File: config.mk
export PLATFORM = sky130hd
export DESIGN_NAME = dmem_host_ctrl
export DESIGN_NICKNAME = d
export VERILOG_FILES = /design/src/rtl/dmem_host_ctrl.sv
export SDC_FILE = /design/constraint.sdc
export NUM_CORES = 1
export LEC_CHECK = 0
export CORE_ASPECT_RATIO = 1.5
export CORE_MARGIN = 5
export CORE_UTILIZATION = 45
export DETAILED_ROUTE_END_ITERATION = 12
export GPL_ROUTABILITY_DRIVEN = 0
export PLACE_DENSITY = 0.84
export SLEW_MARGIN = 20
export SYNTH_ARGS = -nofsm -noshare
export SYNTH_HDL_FRONTEND = slang
export SYNTH_SLANG_ARGS = --single-unit
export TNS_END_PERCENT = 30
File: constraint.sdc
create_clock -name clk -period 4.3 [get_ports clk]
set_clock_uncertainty 0.15 [all_clocks]
set_input_delay 0.86 -clock clk [delete_from_list [all_inputs] [get_ports clk]]
set_output_delay 0.86 -clock clk [all_outputs]
set_load 0.005 [all_outputs]
File: src/rtl/dmem_host_ctrl.sv
// Host-side sequencer for a core's data memory: streams words in, starts the core,
// waits for completion, then streams a window of data memory back out.
module dmem_host_ctrl #(
  parameter logic [15:0] LOAD_BASE = 16'h0000,
  parameter int unsigned LOAD_LEN  = 16,
  parameter logic [15:0] DUMP_BASE = 16'h0100,
  parameter int unsigned DUMP_LEN  = 16
) (
  input  logic        clk,
  input  logic        RESET_N,
  input  logic        go,
  input  logic        in_valid,
  output logic        in_ready,
  input  logic [15:0] in_data,
  output logic        out_valid,
  input  logic        out_ready,
  output logic [15:0] out_data,
  input  logic        END,
  input  logic [15:0] dmem_out_disp,
  output logic        START,
  output logic [1:0]  addr_mux_select,
  output logic [15:0] current_addr,
  output logic [15:0] ar_in,
  output logic        write_from_tb,
  output logic [15:0] mem_data,
  output logic        busy,
  output logic        done
);

  localparam int unsigned CNT_W = 17;
  localparam logic [CNT_W-1:0] LOAD_CNT = CNT_W'(LOAD_LEN);
  localparam logic [CNT_W-1:0] DUMP_CNT = CNT_W'(DUMP_LEN);

  typedef enum logic [2:0] {
    IDLE, LOAD, RUN, DUMP_ADDR, DUMP_WAIT, DUMP_OUT, DONE
  } state_t;

  state_t           state;
  state_t           state_n;
  logic [CNT_W-1:0] cnt;
  logic [CNT_W-1:0] cnt_inc;
  logic             hs_in;
  logic             hs_out;

  assign cnt_inc = cnt + CNT_W'(1);
  assign hs_in   = (state == LOAD) && in_valid;
  assign hs_out  = (state == DUMP_OUT) && out_ready;

  // The memory write strobe and data follow the handshake within the same cycle.
  assign write_from_tb = hs_in;
  assign mem_data      = hs_in ? in_data : 16'h0000;

  // Next-state logic; END is disregarded while START is still high.
  always_comb begin
    state_n = state;
    case (state)
      IDLE, DONE: if (go) state_n = (LOAD_CNT == '0) ? RUN : LOAD;
      LOAD:       if (hs_in && (cnt_inc == LOAD_CNT)) state_n = RUN;
      RUN:        if (END && !START) state_n = (DUMP_CNT == '0) ? DONE : DUMP_ADDR;
      DUMP_ADDR:  state_n = DUMP_WAIT;
      DUMP_WAIT:  state_n = DUMP_OUT;
      DUMP_OUT:   if (out_ready) state_n = (cnt_inc < DUMP_CNT) ? DUMP_ADDR : DONE;
      default:    state_n = IDLE;
    endcase
  end

  always_ff @(posedge clk or negedge RESET_N) begin
    if (!RESET_N) begin
      state           <= IDLE;
      cnt             <= '0;
      in_ready        <= 1'b0;
      out_valid       <= 1'b0;
      out_data        <= 16'h0000;
      START           <= 1'b0;
      addr_mux_select <= 2'd0;
      current_addr    <= 16'h0000;
      ar_in           <= 16'h0000;
      busy            <= 1'b0;
      done            <= 1'b0;
    end else begin
      state     <= state_n;
      in_ready  <= (state_n == LOAD);
      out_valid <= (state_n == DUMP_OUT);
      START     <= (state_n == RUN) && (state != RUN);
      busy      <= (state_n != IDLE) && (state_n != DONE);
      done      <= (state_n == DONE);

      case (state_n)
        LOAD:      addr_mux_select <= 2'd1;
        DUMP_ADDR: addr_mux_select <= 2'd2;
        default:   addr_mux_select <= 2'd0;
      endcase

      // One counter serves both phases: it is cleared whenever neither stream is active.
      if (hs_in || hs_out) begin
        cnt <= cnt_inc;
      end else if ((state == IDLE) || (state == RUN) || (state == DONE)) begin
        cnt <= '0;
      end

      if ((state_n == LOAD) && (state != LOAD)) begin
        current_addr <= LOAD_BASE;
      end else if (hs_in) begin
        current_addr <= current_addr + 16'd1;
      end

      if ((state == RUN) && (state_n == DUMP_ADDR)) begin
        ar_in <= DUMP_BASE;
      end else if (hs_out) begin
        ar_in <= ar_in + 16'd1;
      end

      if (state == DUMP_WAIT) begin
        out_data <= dmem_out_disp;
      end
    end
  end

endmodule

==> flow_summary.yaml, run 1 <==
route:
  first_pass_iters: 4
  drt_iter0_drc: 174
  post-route-drc-count: 0
  avgViaCountPerCell: 5.38
  drt-total-wl_mm: 9.51
  wl_per_cell_um: 15.6
  ant_nets: 0
  dr_total_vias: 3285
clock_tree:
  numCtsBuffers: 9
  hold_buffers: 0
  cts_tree: "yes"
  root_buffer: "clkbuf_16"
  post_cts_buffers: 0
  htree_levels: 3
  cts_sinks: 74
  cts.repair.resized: 0
  clockBufferDepth: 2
  clock_latency_ns: 0.33
  clkSlewWorstSetupHoldPaths_ns: 0.05
placement:
  io_buffers: 109
  post-place-ws_ns: 0.798
  dp.final_hpwl_mm: 6.94
setup_path:
  crit_path_start: "in_valid"
  crit_type: "in2out"
  rrSetupSlack_ns: 1.19
  cpMaxStageDelayCell: "clkdlybuf4s50_1"
  reg2reg_from: "cnt[0]"
  crit_path_max_fanout: 17
  max_stage_delay_ns: 0.72
  critPathArrivalTime_ns: 2.53
  critPathRequiredTime_ns: 3.29
  rr_worst_depth: 9
  r2r_end: "busy"
  end_kind: "output port"
  start_kind: "input pin"
  crit_end: "write_from_tb"
  cp_cell_sequence: "clkdlybuf4s50_1 > nand2_1 > inv_2 > clkdlybuf4s50_1"
  path_common_cell: "clkdlybuf4s50_1"
die:
  start_util_pct: 46.0
  num_rows: 41
  core_mm2: 0.00836
  dieArea_mm2: 0.0105
  die-width_um: 85.5
  pin_count: 110
  die_y_um: 123
sta:
  grt_setup_unrepaired: "false"
  layout_min_cycle_time_ns: 3.54
  fmax_ghz: 0.283
  setup-tns-final_ns: 0
  hold_slack_ns: 0.356
  hold_viol_final: 0
  timing.slew.headroom_pct: 38.4
  fin_crit_sh_pct: 82.3
  worstMarginPinSlew_ns: 0.924
  slew_violations: 0
  setup_viol: 0
  fin_ws_ns: 0.762
logic_synthesis:
  seq_area_frac_synth_pct: 48.1
  yosysTopAreaCell: "dfrtp_1"
  async_flop_share_pct: 100
  synth-warning-count: 0
  synth-edff-count: 0
  synth.cell_area_mm2: 0.00385
  synth.avg_cell_area_um2: 9.62
  synth_area_leaders: "dfrtp_1 (48%), nor2_1 (5.3%), mux2_2 (4.7%)"
  synthFlopType: "dfrtp_1"
  synthDistinctLibCells: 49
  syn_nets: 442
  ys_ff_latch: 74
  synth_cells: 400
  synth_top_area_share_pct: 48.1
final_layout:
  syn_to_final_growth_pct: 36.4
  fin_nets: 543
  n_fill_cell: 667
  antenna_cells: 0
  drive_gt1_share_pct: 9.33
global_routing:
  grt_pass1_wl_mm: 15.9
  grt_overflow: 0
  grt_pass1_vias: 3347
  grt_usage_pct: 19.1
  antenna_found_initial: 0
  grt_max_degree: 75
outcome:
  outcome: "finished clean"
hold_path:
  hp-class: "reg2reg"
  min_path_cells: 1
power:
  total_power_uw: 2720
  power.density_mw_per_mm2: 519
  peakVddDrop_v: 0.000319
  p_leak_uw: 0.00225
run:
  max_cap_violations: 0
## cell families after synthesis
group	share of synthesized area, %
and+or+nand+nor	25.1
DFF	48.1
AOI/OAI and AO/OA	9.30
xor gates and xnor gates	7.51
buffers and inverters	3.28
muxes	5.33
adders and majority gates	1.30
## cell type report
type / count / area [um^2] / area share, %
timing repair buffer: 112 / 1110 / 21.2
inverter: 6 / 22.5 / 0.429
tap: 107 / 134 / 2.55
sequential: 74 / 1850 / 35.3
multi-input combinational: 298 / 1870 / 35.6
clock buffer: 11 / 243 / 4.62
clock inverter: 3 / 17.5 / 0.334
## worst min path at each step
stage,to,slack [ns],startpoint
final,out_data[12],0.36,out_data[12]
after global routing,out_data[3],0.38,out_data[3]
after CTS,out_data[15],0.36,out_data[15]
after detailed placement,out_data[15],0.35,out_data[15]
after global placement,out_data[12],0.34,out_data[12]
after floorplan,cnt[16],0.35,cnt[16]
## cell usage after synthesis (2+ instances only)
master / n
dfrtp_1: 74
nor2_1: 54
nand2_1: 33
o21ai_0: 33
and3_1: 28
nand3_1: 23
xor2_1: 18
mux2_2: 16
xnor2_1: 15
a21oi_1: 11
clkbuf_1: 9
nand4_1: 8
nor3_1: 6
or3_1: 6
buf_2: 5
inv_1: 5
o31ai_1: 5
ha_1: 4
nor2b_1: 4
buf_4: 3
clkbuf_2: 3
nand2b_1: 3
nand4_2: 3
and4_1: 2
buf_1: 2
nor4_1: 2
o21ai_1: 2
or2_1: 2
## power by group
group	switching [uW]	internal, uW	total [uW]
clock	265	397	662
combinational	478	577	1060
sequential	152	854	1010
total	896	1830	2720
## metal layers
layer  up-vias  share of wire, %  track usage (%)
li1       1595                 -                -
met1      1600                37             21.7
met2        71                56             34.0
met3        19               4.2             3.53
met4         0               2.0             10.0
met5         -                 0                0
## registers in the layout, indices dropped and copies added (netlist names)
| signal | cells |
|---|---|
| done | 1 |
| START | 1 |
| busy | 1 |
| out_data | 16 |
| addr_mux_select | 2 |
| cnt | 17 |
| out_valid | 1 |
| state | 3 |
| ar_in | 16 |
| current_addr | 16 |
## cells in the final DEF (no fill, tap or decap), drive strengths merged
cell type	n
a211oi	1
a21oi	11
a22o	1
a311o	1
a31o	1
a31oi	2
and2	1
and3	28
and4	2
buf	4
clkbuf	11
clkdlybuf4s50	108
clkinv	2
clkinvlp	1
dfrtp	74
ha	4
inv	6
mux2	17
mux2i	1
nand2	33
nand2b	3
nand3	23
nand3b	1
nand4	11
nor2	55
nor2b	4
nor3	7
nor3b	1
nor4	3
nor4b	1
nor4bb	1
o211ai	1
o21ai	35
o21bai	1
o2bb2ai	1
o31ai	5
or2	2
or3	7
xnor2	15
xor2	18
## worst max-delay path, delay by kind of cell
kind	cells	cell delay [ns]
buffers and inverters	3	1.47
AND/OR/NAND/NOR	1	0.20
## per-stage QoR
step                cell area [um^2]  cells  util [%]
detailed placement              4990    597      59.7
global route                    5250    611      62.8
floorplan                       3850    400         -
finish                          5250    611      62.8
global placement                4990    597      59.7
CTS                             5250    611      62.8
(Power assumes the default switching activity.)
==> inputs of run 2 (changes only) <==
--- a/config.mk
+++ b/config.mk
@@ -7,7 +7,7 @@
 export LEC_CHECK = 0
 export CORE_ASPECT_RATIO = 1.5
 export CORE_MARGIN = 5
-export CORE_UTILIZATION = 45
+export CORE_UTILIZATION = 43
 export DETAILED_ROUTE_END_ITERATION = 12
 export GPL_ROUTABILITY_DRIVEN = 0
 export PLACE_DENSITY = 0.84
==> constraint.sdc (replaced) <==
create_clock -name clk -period 3.05 [get_ports clk]
set_clock_uncertainty 0.15 [all_clocks]
set_input_delay 0.61 -clock clk [delete_from_list [all_inputs] [get_ports clk]]
set_output_delay 0.61 -clock clk [all_outputs]
set_load 0.005 [all_outputs]
==> run 2 against run 1 <==
Net effect: via count increased by 4.8%; cell area increased by 2.1%; sequential share of layout area decreased by 0.72 points; sequential power increased by 39%; die area increased by 4.2%; register-to-register slack got worse by 0.97 ns; global-route usage increased by 0.096 points; cell count increased by 2.8%; critical path depth unchanged; clock power increased by 44%.
==> flow_summary.yaml, run 2 (synthesized netlist as in run 1, its figures left out) <==
outcome:
  outcome: "finished clean"
run:
  max_cap_violations: 0
hold_path:
  hp-class: "in2async"
setup_path:
  start_kind: "flop"
  crit_type: "reg2out"
  critPathArrivalTime_ns: 2.07
  end_kind: "output port"
  crit_path_max_fanout: 18
  critPathRequiredTime_ns: 2.29
clock_tree:
  htree_levels: 3
  cts.repair.resized: 0
  hold_buffers: 0
  clock_latency_ns: 0.33
  numCtsBuffers: 9
  clkSlewWorstSetupHoldPaths_ns: 0.06
  cts_tree: "yes"
  clockBufferDepth: 2
  cts_sinks: 74
  root_buffer: "clkbuf_16"
  post_cts_buffers: 0
die:
  start_util_pct: 43.8
  num_rows: 42
  die-width_um: 87.2
  dieArea_mm2: 0.0110
  pin_count: 110
  die_y_um: 126
  core_mm2: 0.00878
power:
  power.density_mw_per_mm2: 743
  p_sw_share_pct: 33.2
  switchingPower_uw: 1320
  comb_power_share_pct: 40.9
  p_seq_share_pct: 35.2
  p_leak_uw: 0.00231
  p_clk_share_pct: 23.9
  peakVddDrop_v: 0.000479
  p_int_uw: 2660
global_routing:
  grt_overflow: 0
  grt-busiest-layer: "met2"
  grt_pass1_vias: 3523
  use_met1_pct: 20.3
  grt_usage_pct: 19.2
  antenna_found_initial: 0
  grt_pass1_wl_mm: 16.9
  grt_max_degree: 46
  grt_use_met2_pct: 36.3
  use_met3_pct: 4.31
final_layout:
  postLayoutCellArea_mm2: 0.00536
  ff_latch_area_mm2: 0.00185
  syn_to_final_growth_pct: 39.3
  drive_gt1_share_pct: 11.2
  top_register: "cnt"
  antenna_cells: 0
  layout_common_cells: "clkdlybuf4s50_1 (108), dfrtp_1 (74), nor2_1 (54)"
  fin_nets: 555
  final_common_cell: "clkdlybuf4s50_1"
  multi_input_area_mm2: 0.00187
  n_fill_cell: 697
  largest_reg_flops: 17
sta:
  layout_min_cycle_time_ns: 2.83
  grt_setup_unrepaired: "false"
  timing.slew.headroom_pct: 53.3
  setup-tns-final_ns: 0
  setup_viol: 0
  fin_crit_sh_pct: 92.7
  hold_viol_final: 0
  slew_violations: 0
  worstMarginPinSlew_ns: 0.700
  fmax_ghz: 0.354
route:
  first_pass_iters: 4
  dr_total_vias: 3444
  ant_nets: 0
  post-route-drc-count: 0
  drt-total-wl_mm: 10.2
  avgViaCountPerCell: 5.48
  wl_per_cell_um: 16.2
  drt_iter0_drc: 205
placement:
  dp.final_hpwl_mm: 7.59
  placed_area_mm2: 0.00509
  io_buffers: 109
[run 2: changes by cell type in the layout (fill, tap and decap cells not counted), sizes merged]
cell	before	now
clkbuf	11	14
clkinv	2	1
buf	4	16
[run 2: power groups by stage]
| stage | Sequential [uW] | Clock (uW) | Combinational, uW |
|---|---|---|---|
| 6_report | 1400 | 953 | 1630 |
| 5_1_grt | 1440 | 1020 | 1780 |
| 4_1_cts | 1400 | 972 | 1640 |
| 3_5_place_dp | 1420 | 0 | 1620 |
| 3_3_place_gp | 1400 | 0 | 1560 |
| 2_1_floorplan | 1380 | 0 | 813 |
[run 2: final timing paths]
check	from	end	slack (ns)	cells after the start
max in group asynchronous	RESET_N	cnt[16]	1.88	2
worst min register to register	out_data[9]	out_data[9]	0.36	1
worst max register to register	cnt[0]	busy	0.22	9
min in group clk	out_data[9]	out_data[9]	0.36	1
worst max-delay path	state[2]	mem_data[11]	0.22	4
worst min-delay path	RESET_N	ar_in[14]	0.18	1
[run 2: stage by stage]
stage | hold slack, ns | std cells | util, % | total power [uW] | setup slack (ns)
global route | 0.229 | 628 | 61.1 | 4230 | 0.0402
global placement | 0.340 | 612 | 58.0 | 2950 | 0.351
CTS | 0.191 | 628 | 61.1 | 4010 | 0.218
detailed placement | 0.346 | 612 | 58.0 | 3040 | 0.292
finish | 0.178 | 628 | 61.1 | 3980 | 0.224
floorplan | 0.164 | 400 | - | 2200 | 0.509
[run 2: layer usage]
layer / vias to the layer above / routed length, um
li1: 1610 / -
met1: 1710 / 3630
met2: 104 / 5760
met3: 20 / 577
met4: 0 / 204
met5: - / 0
[run 2: worst max-delay path: stages, from the launching register on]
cell	delay [ns]
dfrtp_1	0.49
nor3b_4	0.24
buf_4	0.23
and3_1	0.22
clkdlybuf4s50_1	0.55
[run 2: layout make-up]
class / count / share of cell area (%)
timing repair buffer: 124 / 22.6
sequential: 74 / 34.6
clock buffer: 14 / 4.74
clock inverter: 2 / 0.233
multi-input combinational: 298 / 34.9
inverter: 6 / 0.420
tap: 110 / 2.57
